[config.mk]
export PLATFORM = sky130hd
export DESIGN_NAME = host_cmd_sequencer
export DESIGN_NICKNAME = d
export VERILOG_FILES = /design/src/rtl/host_cmd_pkg.sv /design/src/rtl/host_cmd_sequencer.sv
export SDC_FILE = /design/constraint.sdc
export NUM_CORES = 1
export LEC_CHECK = 0
export BUFFER_PORTS_ARGS = -buffer_cell sky130_fd_sc_hd__buf_2
export CAP_MARGIN = 25
export CORE_MARGIN = 5
export CORE_UTILIZATION = 42
export DETAILED_ROUTE_END_ITERATION = 16
export GPL_TIMING_DRIVEN = 0
export PLACE_DENSITY = 0.69
export SLEW_MARGIN = 10
export SYNTH_ARGS = -nofsm -noshare
export SYNTH_HDL_FRONTEND = slang
export SYNTH_SLANG_ARGS = --single-unit
[constraint.sdc]
create_clock -name clock -period 1.93 [get_ports clock]
set_input_delay 0 -clock clock [delete_from_list [all_inputs] [get_ports clock]]
set_output_delay 0 -clock clock [all_outputs]
set_load 0.01 [all_outputs]
[src/rtl/host_cmd_pkg.sv]
// Shared types and constants for the host command sequencer: opcodes, FSM states,
// header field positions and response tags.
package host_cmd_pkg;

  typedef enum logic [3:0] {
    OpStream    = 4'h1,
    OpConfig    = 4'h2,
    OpSoftReset = 4'h3,
    OpStatus    = 4'h4
  } opcode_e;

  typedef enum logic [2:0] {
    StIdle,
    StStream,
    StConfig,
    StSrst,
    StResp
  } state_e;

  localparam int unsigned OpMsb = 31;
  localparam int unsigned OpLsb = 28;

  localparam logic [3:0] TagStream    = 4'h1;
  localparam logic [3:0] TagConfig    = 4'h2;
  localparam logic [3:0] TagSoftReset = 4'h3;
  localparam logic [3:0] TagStatus    = 4'h4;
  localparam logic [3:0] TagBad       = 4'hE;

  function automatic logic op_known(input logic [3:0] op);
    return (op != 4'h0) && (op <= 4'h4);
  endfunction

endpackage

[src/rtl/host_cmd_sequencer.sv]
// Parses host headers, forwards payload bursts to the datapath, drives the debug-tap
// config strobe and datapath soft reset, and merges response words onto the host stream.
module host_cmd_sequencer
  import host_cmd_pkg::*;
#(
  parameter int unsigned LEN_W      = 24,
  parameter int unsigned RST_CYCLES = 4
) (
  input  logic        clock,
  input  logic        reset,
  input  logic [31:0] in_data,
  input  logic        in_valid,
  output logic        upstream_stall,
  output logic [31:0] out_data,
  output logic        out_valid,
  input  logic        downstream_stall,
  output logic [31:0] dut_in_data,
  output logic        dut_in_valid,
  input  logic        dut_upstream_stall,
  input  logic [31:0] dut_out_data,
  input  logic        dut_out_valid,
  output logic        dut_downstream_stall,
  output logic        dut_reset,
  output logic [31:0] conf_data,
  output logic        conf_valid
);

  localparam int unsigned RstW = (RST_CYCLES > 1) ? $clog2(RST_CYCLES) : 1;
  // Only the low half of the word counter is ever reported, so the upper half is not kept.
  localparam int unsigned TotW = 16;

  state_e            state_q, state_d;
  logic [3:0]        opcode_q;
  logic [23:0]       hdr_lo_q;
  logic [LEN_W-1:0]  remaining_q;
  logic [RstW-1:0]   rst_cnt_q;
  logic [7:0]        err_cnt_q;
  logic [TotW-1:0]   total_words_q;
  logic [31:0]       conf_data_q;
  logic              conf_valid_q;
  logic              in_xfer;
  logic              out_xfer;
  logic [31:0]       resp_word;
  logic [3:0]        hdr_op;

  assign hdr_op   = in_data[OpMsb:OpLsb];
  assign in_xfer  = in_valid && !upstream_stall;
  assign out_xfer = out_valid && !downstream_stall;

  always_ff @(posedge clock) begin
    if (reset) state_q <= StIdle;
    else       state_q <= state_d;
  end

  always_comb begin
    state_d = state_q;
    unique case (state_q)
      StIdle: begin
        if (in_xfer) begin
          case (hdr_op)
            OpStream:    state_d = (in_data[LEN_W-1:0] == '0) ? StResp : StStream;
            OpConfig:    state_d = StConfig;
            OpSoftReset: state_d = StSrst;
            default:     state_d = StResp;
          endcase
        end
      end
      StStream: if (in_xfer && remaining_q == LEN_W'(1)) state_d = StResp;
      StConfig: if (in_xfer) state_d = StResp;
      StSrst:   if (rst_cnt_q == RstW'(RST_CYCLES - 1)) state_d = StResp;
      StResp:   if (out_xfer) state_d = StIdle;
      default:  state_d = StIdle;
    endcase
  end

  always_ff @(posedge clock) begin
    if (reset) begin
      opcode_q      <= '0;
      hdr_lo_q      <= '0;
      remaining_q   <= '0;
      rst_cnt_q     <= '0;
      err_cnt_q     <= '0;
      total_words_q <= '0;
      conf_data_q   <= '0;
      conf_valid_q  <= 1'b0;
    end else begin
      conf_valid_q <= 1'b0;
      unique case (state_q)
        StIdle: begin
          if (in_xfer) begin
            opcode_q    <= hdr_op;
            hdr_lo_q    <= in_data[23:0];
            remaining_q <= in_data[LEN_W-1:0];
            rst_cnt_q   <= '0;
            if (!op_known(hdr_op) && err_cnt_q != 8'hFF) err_cnt_q <= err_cnt_q + 8'd1;
          end
        end
        StStream: begin
          if (in_xfer) begin
            remaining_q   <= remaining_q - LEN_W'(1);
            total_words_q <= total_words_q + TotW'(1);
          end
        end
        StConfig: begin
          if (in_xfer) begin
            conf_data_q  <= in_data;
            conf_valid_q <= 1'b1;
          end
        end
        StSrst:  rst_cnt_q <= rst_cnt_q + RstW'(1);
        default: ;
      endcase
    end
  end

  always_comb begin
    case (opcode_q)
      OpStream:    resp_word = {TagStream, 4'h0, 24'(hdr_lo_q[LEN_W-1:0])};
      OpConfig:    resp_word = {TagConfig, 4'h0, conf_data_q[23:0]};
      OpSoftReset: resp_word = {TagSoftReset, 28'h0};
      OpStatus:    resp_word = {TagStatus, 4'h0, err_cnt_q, total_words_q};
      default:     resp_word = {TagBad, 4'h0, hdr_lo_q};
    endcase
  end

  always_comb begin
    upstream_stall       = 1'b0;
    dut_in_data          = in_data;
    dut_in_valid         = 1'b0;
    out_data             = dut_out_data;
    out_valid            = dut_out_valid && !reset;
    dut_downstream_stall = downstream_stall;
    dut_reset            = reset;
    unique case (state_q)
      StStream: begin
        dut_in_valid   = in_valid && !reset;
        upstream_stall = dut_upstream_stall;
      end
      StSrst: begin
        upstream_stall = 1'b1;
        dut_reset      = 1'b1;
      end
      StResp: begin
        upstream_stall       = 1'b1;
        dut_downstream_stall = 1'b1;
        out_data             = resp_word;
        out_valid            = !reset;
      end
      default: ;
    endcase
  end

  assign conf_data  = conf_data_q;
  assign conf_valid = conf_valid_q;

endmodule

==> results.toml, run 1 <==
[status]
status = "finished, violations left"
failed_checks = "setup timing"

[global_routing]
antenna_found_initial = 0
grt_pass1_vias = 6871
gr-usage-met2 = 0.4707
grt_pass1_wl_um = 36650
use_met3 = 0.06181
gr-total-overflow = 0
grt_max_degree = 17
grt_util_all_layers = 0.2809
busiest_layer = "met2"
grt_use_met1 = 0.3474

[place]
place_area_um2 = 7143
place_congestion = 0.9658
dp_hpwl_um = 16200
port_buffers = 171

[cells_and_area]
layout_commonest_cell = "nand2_1"
final_cell_area_um2 = 9081
layout_common_cells = "nand2_1, buf_2, a21oi_1"
seqCellArea_um2 = 2308
multi_input_area_um2 = 3707
antenna_cells = 0
layout.nets = 1163
layout-drive-gt1-share = 0.3576
area_delta_synth_final_pct = 50.42
fin_util = 0.6492
fillCellCount = 1204

[timing]
setup_viol = 35
rsz0062_at_grt = "true"
hold_violations = 0
fmax_mhz = 475.3
post-route-min-period_ns = 2.104
finalCritPeriodShare = 1.090
tightest_slew_ns = 0.8438
clock_skew_ns = 0.007440
timing.final.ws_setup_ns = -0.1739
worst_slew_margin_rel = 0.4375
drv_slew = 0

[hold_path]
hp-class = "in2reg"

[clock_network]
numClockSinks = 114
cts_tree = "built"
numCtsBuffers = 17
cts_root_buf = "clkbuf_16"
clock_latency_ns = 0.43
cts.clk_slew.worst_paths_ns = 0.06
clk_path_buf_depth = 2
htreeDepth = 4

[synthesis]
ys_warn_count = 0
post-synth-top-area-fraction = 0.3780
synthArstFlopShare = 0
syn_inst = 825
synthFlopType = "dfxtp_1"
synth_fp_nets = 900
synth_edf_count = 0
synth_seq_cells = 114
synth_area_um2 = 6037
ys_seq_area_frac = 0.3780
synthTopCellsByArea = "dfxtp_1, nand2_1, a21oi_1, nor2_1, buf_4"
syn_area_per_cell_um2 = 7.318
yosysUniqueCellTypes = 61
yosysTopAreaCell = "dfxtp_1"

[critical_path]
critPathMaxStageDelay_ns = 0.55
cp.arrival_ns = 2.44
critPathKind = "reg2reg"
crit_slowest_cell = "or4_4"
path_max_fanout = 3
start_kind = "register"
crit_top_cell = "or4_4"
worstPathCellList = "or4_4 > or4_4 > or4_4 > o311ai_2"
endpoint_kind = "register"
worstPathRequired_ns = 2.27

[detailed_routing]
drc = 0
wl_um = 24580
viasPerCell = 5.701
dr.pass1.iters = 5
vias = 7291
wl_per_cell_um = 19.22
drtIter0Drc = 707
antenna_left = 0

[floorplanning]
die_y_um = 129.9
coreArea_um2 = 13990
start_util = 0.4316
fp.dieArea_um2 = 16870
die_w_um = 129.9
rows = 43
io_pins = 172

[pwr]
power_density_nw_per_um2 = 814.6
p_leak_nw = 3.834
ir_worst_vdd_mv = 0.6546

[run]
maxCapViolCount = 0
## stage by stage
stage          setup TNS, ns  total power (W)  std cells  hold slack, ns  worst slack [ns]
5_1_grt               -4.428         0.007666       1279         0.06736           -0.2149
3_5_place_dp          -26.23         0.003859       1177          0.2622           -0.4712
3_3_place_gp          -39.35         0.003846       1176          0.2544           -0.8277
6_report              -2.631         0.007398       1279         0.04479           -0.1739
2_1_floorplan       -0.07664         0.003346        825         0.09177          -0.04864
4_1_cts               -1.797         0.007207       1267         0.03321           -0.1116
## state kept, by name, indices dropped and copies added (netlist names)
| register | cells |
|---|---|
| remaining_q | 24 |
| opcode_q | 4 |
| hdr_lo_q | 24 |
| conf_valid | 1 |
| rst_cnt_q | 2 |
| conf_data | 32 |
| err_cnt_q | 8 |
| state_q | 3 |
| total_words_q | 16 |
## cells by family (layout without fill, tap and decap cells)
group                    after synthesis  count (layout)  synth area share
XOR/XNOR                              16              16           0.02321
AO/OA/AOI/OAI                        215             215            0.2187
flip-flops                           114             114            0.3780
AND/OR/NAND/NOR                      370             370            0.2790
buffers and inverters                102             376           0.08560
adder cells (fa/ha/maj)                5               5           0.01036
multiplexers                           3               3          0.005181
## layer usage
metal,vias to the layer above,part of all wire
met5,-,0
met3,80,0.087
met4,0,0.041
li1,3413,-
met2,407,0.48
met1,3391,0.39
## critical path, delay by kind of cell (launching register included)
| family | cells | cell delay (ns) |
|---|---|---|
| DFF | 1 | 0.32 |
| and+or+nand+nor | 3 | 1.45 |
| AOI/OAI and AO/OA | 1 | 0.22 |
## repair_timing
item | CTS | global route
endpoints found under the setup margin | 105 | 90
cloned | 3 | 0
pin swaps | 24 | 19
resized for setup | 117 | 74
hold buffers | 34 | 0
buffers inserted | 28 | 13
endpoints found under the hold margin | 66 | 0
## cells in the mapped netlist, types with 2 or more instances
| cell type | instances |
|---|---|
| a2111oi_0 | 2 |
| a211oi_1 | 4 |
| a21oi_1 | 108 |
| a221oi_1 | 25 |
| a22o_1 | 2 |
| a22oi_1 | 4 |
| a31o_2 | 3 |
| a31oi_1 | 6 |
| a32o_1 | 3 |
| and2_1 | 9 |
| and3_1 | 8 |
| and4_1 | 2 |
| buf_1 | 3 |
| buf_2 | 2 |
| buf_4 | 35 |
| clkbuf_1 | 49 |
| dfxtp_1 | 114 |
| ha_1 | 5 |
| inv_1 | 13 |
| mux2i_1 | 2 |
| nand2_1 | 184 |
| nand3_1 | 18 |
| nand4_1 | 8 |
| nor2_1 | 77 |
| nor2b_1 | 2 |
| nor3_1 | 17 |
| nor3b_2 | 2 |
| nor4_1 | 12 |
| nor4b_1 | 3 |
| o211ai_1 | 2 |
| o21a_1 | 5 |
| o21ai_0 | 31 |
| o22ai_1 | 2 |
| o31ai_1 | 5 |
| o41ai_1 | 3 |
| or2_2 | 3 |
| or3_1 | 7 |
| or3b_2 | 2 |
| or4_1 | 6 |
| or4_4 | 2 |
| xnor2_1 | 13 |
| xor2_1 | 3 |
## final cells by class
type	count	share of cell area
well taps	180	0.02480
multi-input cells	609	0.4082
inverters	13	0.005373
clock inverters	6	0.008818
flip-flops and latches	114	0.2542
repair buffers	250	0.1775
clock buffers	24	0.05304
plain buffers	83	0.06806
## final timing paths
check	start	endpoint	depth (start not counted)	slack (ns)
setup / recovery	remaining_q[19]$_SDFFE_PP0P_	remaining_q[23]$_SDFFE_PP0P_	4	-0.17
hold / removal	reset	state_q[2]$_SDFFE_PP0P_	5	0.04
setup reg to reg	remaining_q[19]$_SDFFE_PP0P_	remaining_q[23]$_SDFFE_PP0P_	4	-0.17
hold reg to reg	conf_data[27]$_SDFFE_PP0P_	conf_data[27]$_SDFFE_PP0P_	2	0.45
## power breakdown
part,switching (W),internal [W]
Clock,0.00107,0.00197
Sequential,0.000122,0.00246
Combinational,0.000967,0.000804
Note: power is estimated with default switching activity, not from simulation.
==> run 2, diff against run 1 <==
- PLACE_DENSITY: 0.69 -> 0.67
- SETUP_SLACK_MARGIN: default -> 0.05
- clock period: 1.93 -> 2.38 ns (I/O delays scaled with it)
==> run 2 against run 1 <==
Against the previous run: the flow now finishes without violations; maximum frequency down 6.7%; first-iteration DRC count down 16%; sequential share of layout area up 2.6 points; clock power down 20%; core utilization down 6.8 points; count of clock-buffer cells in the layout up 2; largest cell class unchanged; largest power group unchanged.
==> results.toml, run 2 (synthesis gave the netlist of run 1 again) <==
[status]
status = "complete, no violations"

[pwr]
p_clk_frac = 0.431
p_switching_w = 0.001633
swShare = 0.2916
power_density_nw_per_um2 = 688.3
comb_power_share = 0.197
ir_worst_vdd_mv = 0.3075
internal-power_w = 0.003968
p_leak_nw = 3.374
power_frac_seq = 0.371

[cells_and_area]
area_delta_synth_final_pct = 34.78
fin_util = 0.5817
layout_commonest_cell = "nand2_1"
final_cell_area_um2 = 8137
largest_reg_flops = 32
antenna_cells = 0
layout_common_cells = "nand2_1, buf_2, dfxtp_1"
layout-drive-gt1-share = 0.2646
layout.nets = 1126

[run]
maxCapViolCount = 0

[timing]
fmax_mhz = 443.4
hold_slack_ns = 0.1136
hold_violations = 0
tns_ns = 0
drv_slew = 0
timing.final.ws_setup_ns = 0.1249
clock_skew_ns = 0.005906
tightest_slew_ns = 1.016
post-route-min-period_ns = 2.255
setup_viol = 0
finalCritPeriodShare = 0.9475
worst_slew_margin_rel = 0.3167
rsz0062_at_grt = "false"

[clock_network]
clk_path_buf_depth = 2
numCtsBuffers = 17
cts_root_buf = "clkbuf_16"
numClockSinks = 114
htreeDepth = 4
cts.clk_slew.worst_paths_ns = 0.05
clock_latency_ns = 0.42
cts_tree = "built"

[floorplanning]
coreArea_um2 = 13990
die_w_um = 129.9
rows = 43
start_util = 0.4316
die_y_um = 129.9
io_pins = 172
fp.dieArea_um2 = 16870

[critical_path]
path_max_fanout = 8
reg2reg_to = "remaining_q[21]$_SDFFE_PP0P_"
worstPathCellList = "or4_1 > nor2_1 > nand2_1 > or4_1 > a41oi_1"
crit_slowest_cell = "or4_1"
r2r_cells = 5
cp.buffers_inverters = 0
worst-path-stages = 5
worstSetupEndpoint = "remaining_q[21]$_SDFFE_PP0P_"
critPathKind = "reg2reg"
cp.arrival_ns = 2.60
ff2ff_setup_slack_ns = 0.12
start_kind = "register"
cp-startpoint = "remaining_q[2]$_SDFFE_PP0P_"
endpoint_kind = "register"
reg2reg_from = "remaining_q[2]$_SDFFE_PP0P_"
worstPathRequired_ns = 2.73
critPathMaxStageDelay_ns = 0.59
critPathTopFamily = "simple AND/OR/NAND/NOR gates"
crit_top_cell = "or4_1"

[detailed_routing]
dr.pass1.iters = 6
antenna_left = 0
wl_um = 22420
viasPerCell = 5.521
vias = 6857
wl_per_cell_um = 18.05
drtIter0Drc = 593
drc = 0

[place]
place_area_um2 = 7141
place_congestion = 0.9497
dp_hpwl_um = 16070
dp_slack_ns = -0.1271
port_buffers = 171

[global_routing]
grt_util_all_layers = 0.2619
grt_max_degree = 17
grt_pass1_vias = 6262
grt_pass1_wl_um = 34400
gr-total-overflow = 0
antenna_found_initial = 0

[hold_path]
hp-class = "in2reg"
==> run 2: layout make-up <==
class / count / area (um2)
inverter: 13 / 48.80
clock inverter: 4 / 50.05
sequential: 114 / 2283
timing repair buffer: 211 / 1236
tap: 180 / 225.2
multi-input combinational: 609 / 3309
fill: 1357 / 5852
buffer: 85 / 484.2
clock buffer: 26 / 499.2
==> run 2: worst min path at each step <==
| stage | from | end | slack [ns] | depth (start not counted) |
|---|---|---|---|---|
| after floorplan | in_data[0] | dut_in_data[0] | 0.09 | 1 |
| after global placement | in_data[26] | conf_data[26]$_SDFFE_PP0P_ | 0.26 | 3 |
| after detailed placement | in_data[26] | conf_data[26]$_SDFFE_PP0P_ | 0.27 | 3 |
| after CTS | in_valid | state_q[2]$_SDFFE_PP0P_ | 0.10 | 4 |
| after global routing | dut_upstream_stall | remaining_q[23]$_SDFFE_PP0P_ | 0.16 | 4 |
| final | in_valid | state_q[2]$_SDFFE_PP0P_ | 0.11 | 4 |
==> run 2: stage by stage <==
step	total power (W)	cells
finish	0.005601	1242
global route	0.005820	1242
CTS	0.005582	1240
detailed placement	0.003136	1179
global placement	0.003126	1176
floorplan	0.002713	825
==> run 2: power by group through the flow <==
stage                     combinational, W  clock, W  sequential, W
final                              0.00110   0.00242        0.00208
after global routing               0.00121   0.00252        0.00209
after CTS                          0.00109   0.00242        0.00207
after detailed placement           0.00103         0        0.00210
after global placement             0.00102         0        0.00210
after floorplan                   0.000623         0        0.00209
==> run 2: per-layer routing <==
layer | global-route usage | wire, um | share of wire
met5 | 0 | 0 | 0
met4 | 0.07579 | 411 | 0.018
met3 | 0.04625 | 2082 | 0.093
met2 | 0.4331 | 10460 | 0.47
met1 | 0.3519 | 9465 | 0.42
==> run 2: what timing repair did <==
action	4_1_cts	5_1_grt
pin swaps	0	1
gates resized for setup	21	21
hold buffers	34	0
buffers inserted	0	3
gates cloned	0	0
endpoints found under the hold margin	67	0
setup endpoints to repair	55	62
==> run 2: tightest hold or removal path: stages <==
cell	delay [ns]
buf_2	0.15
o21a_1	0.19
o31ai_1	0.07
o21ai_0	0.08
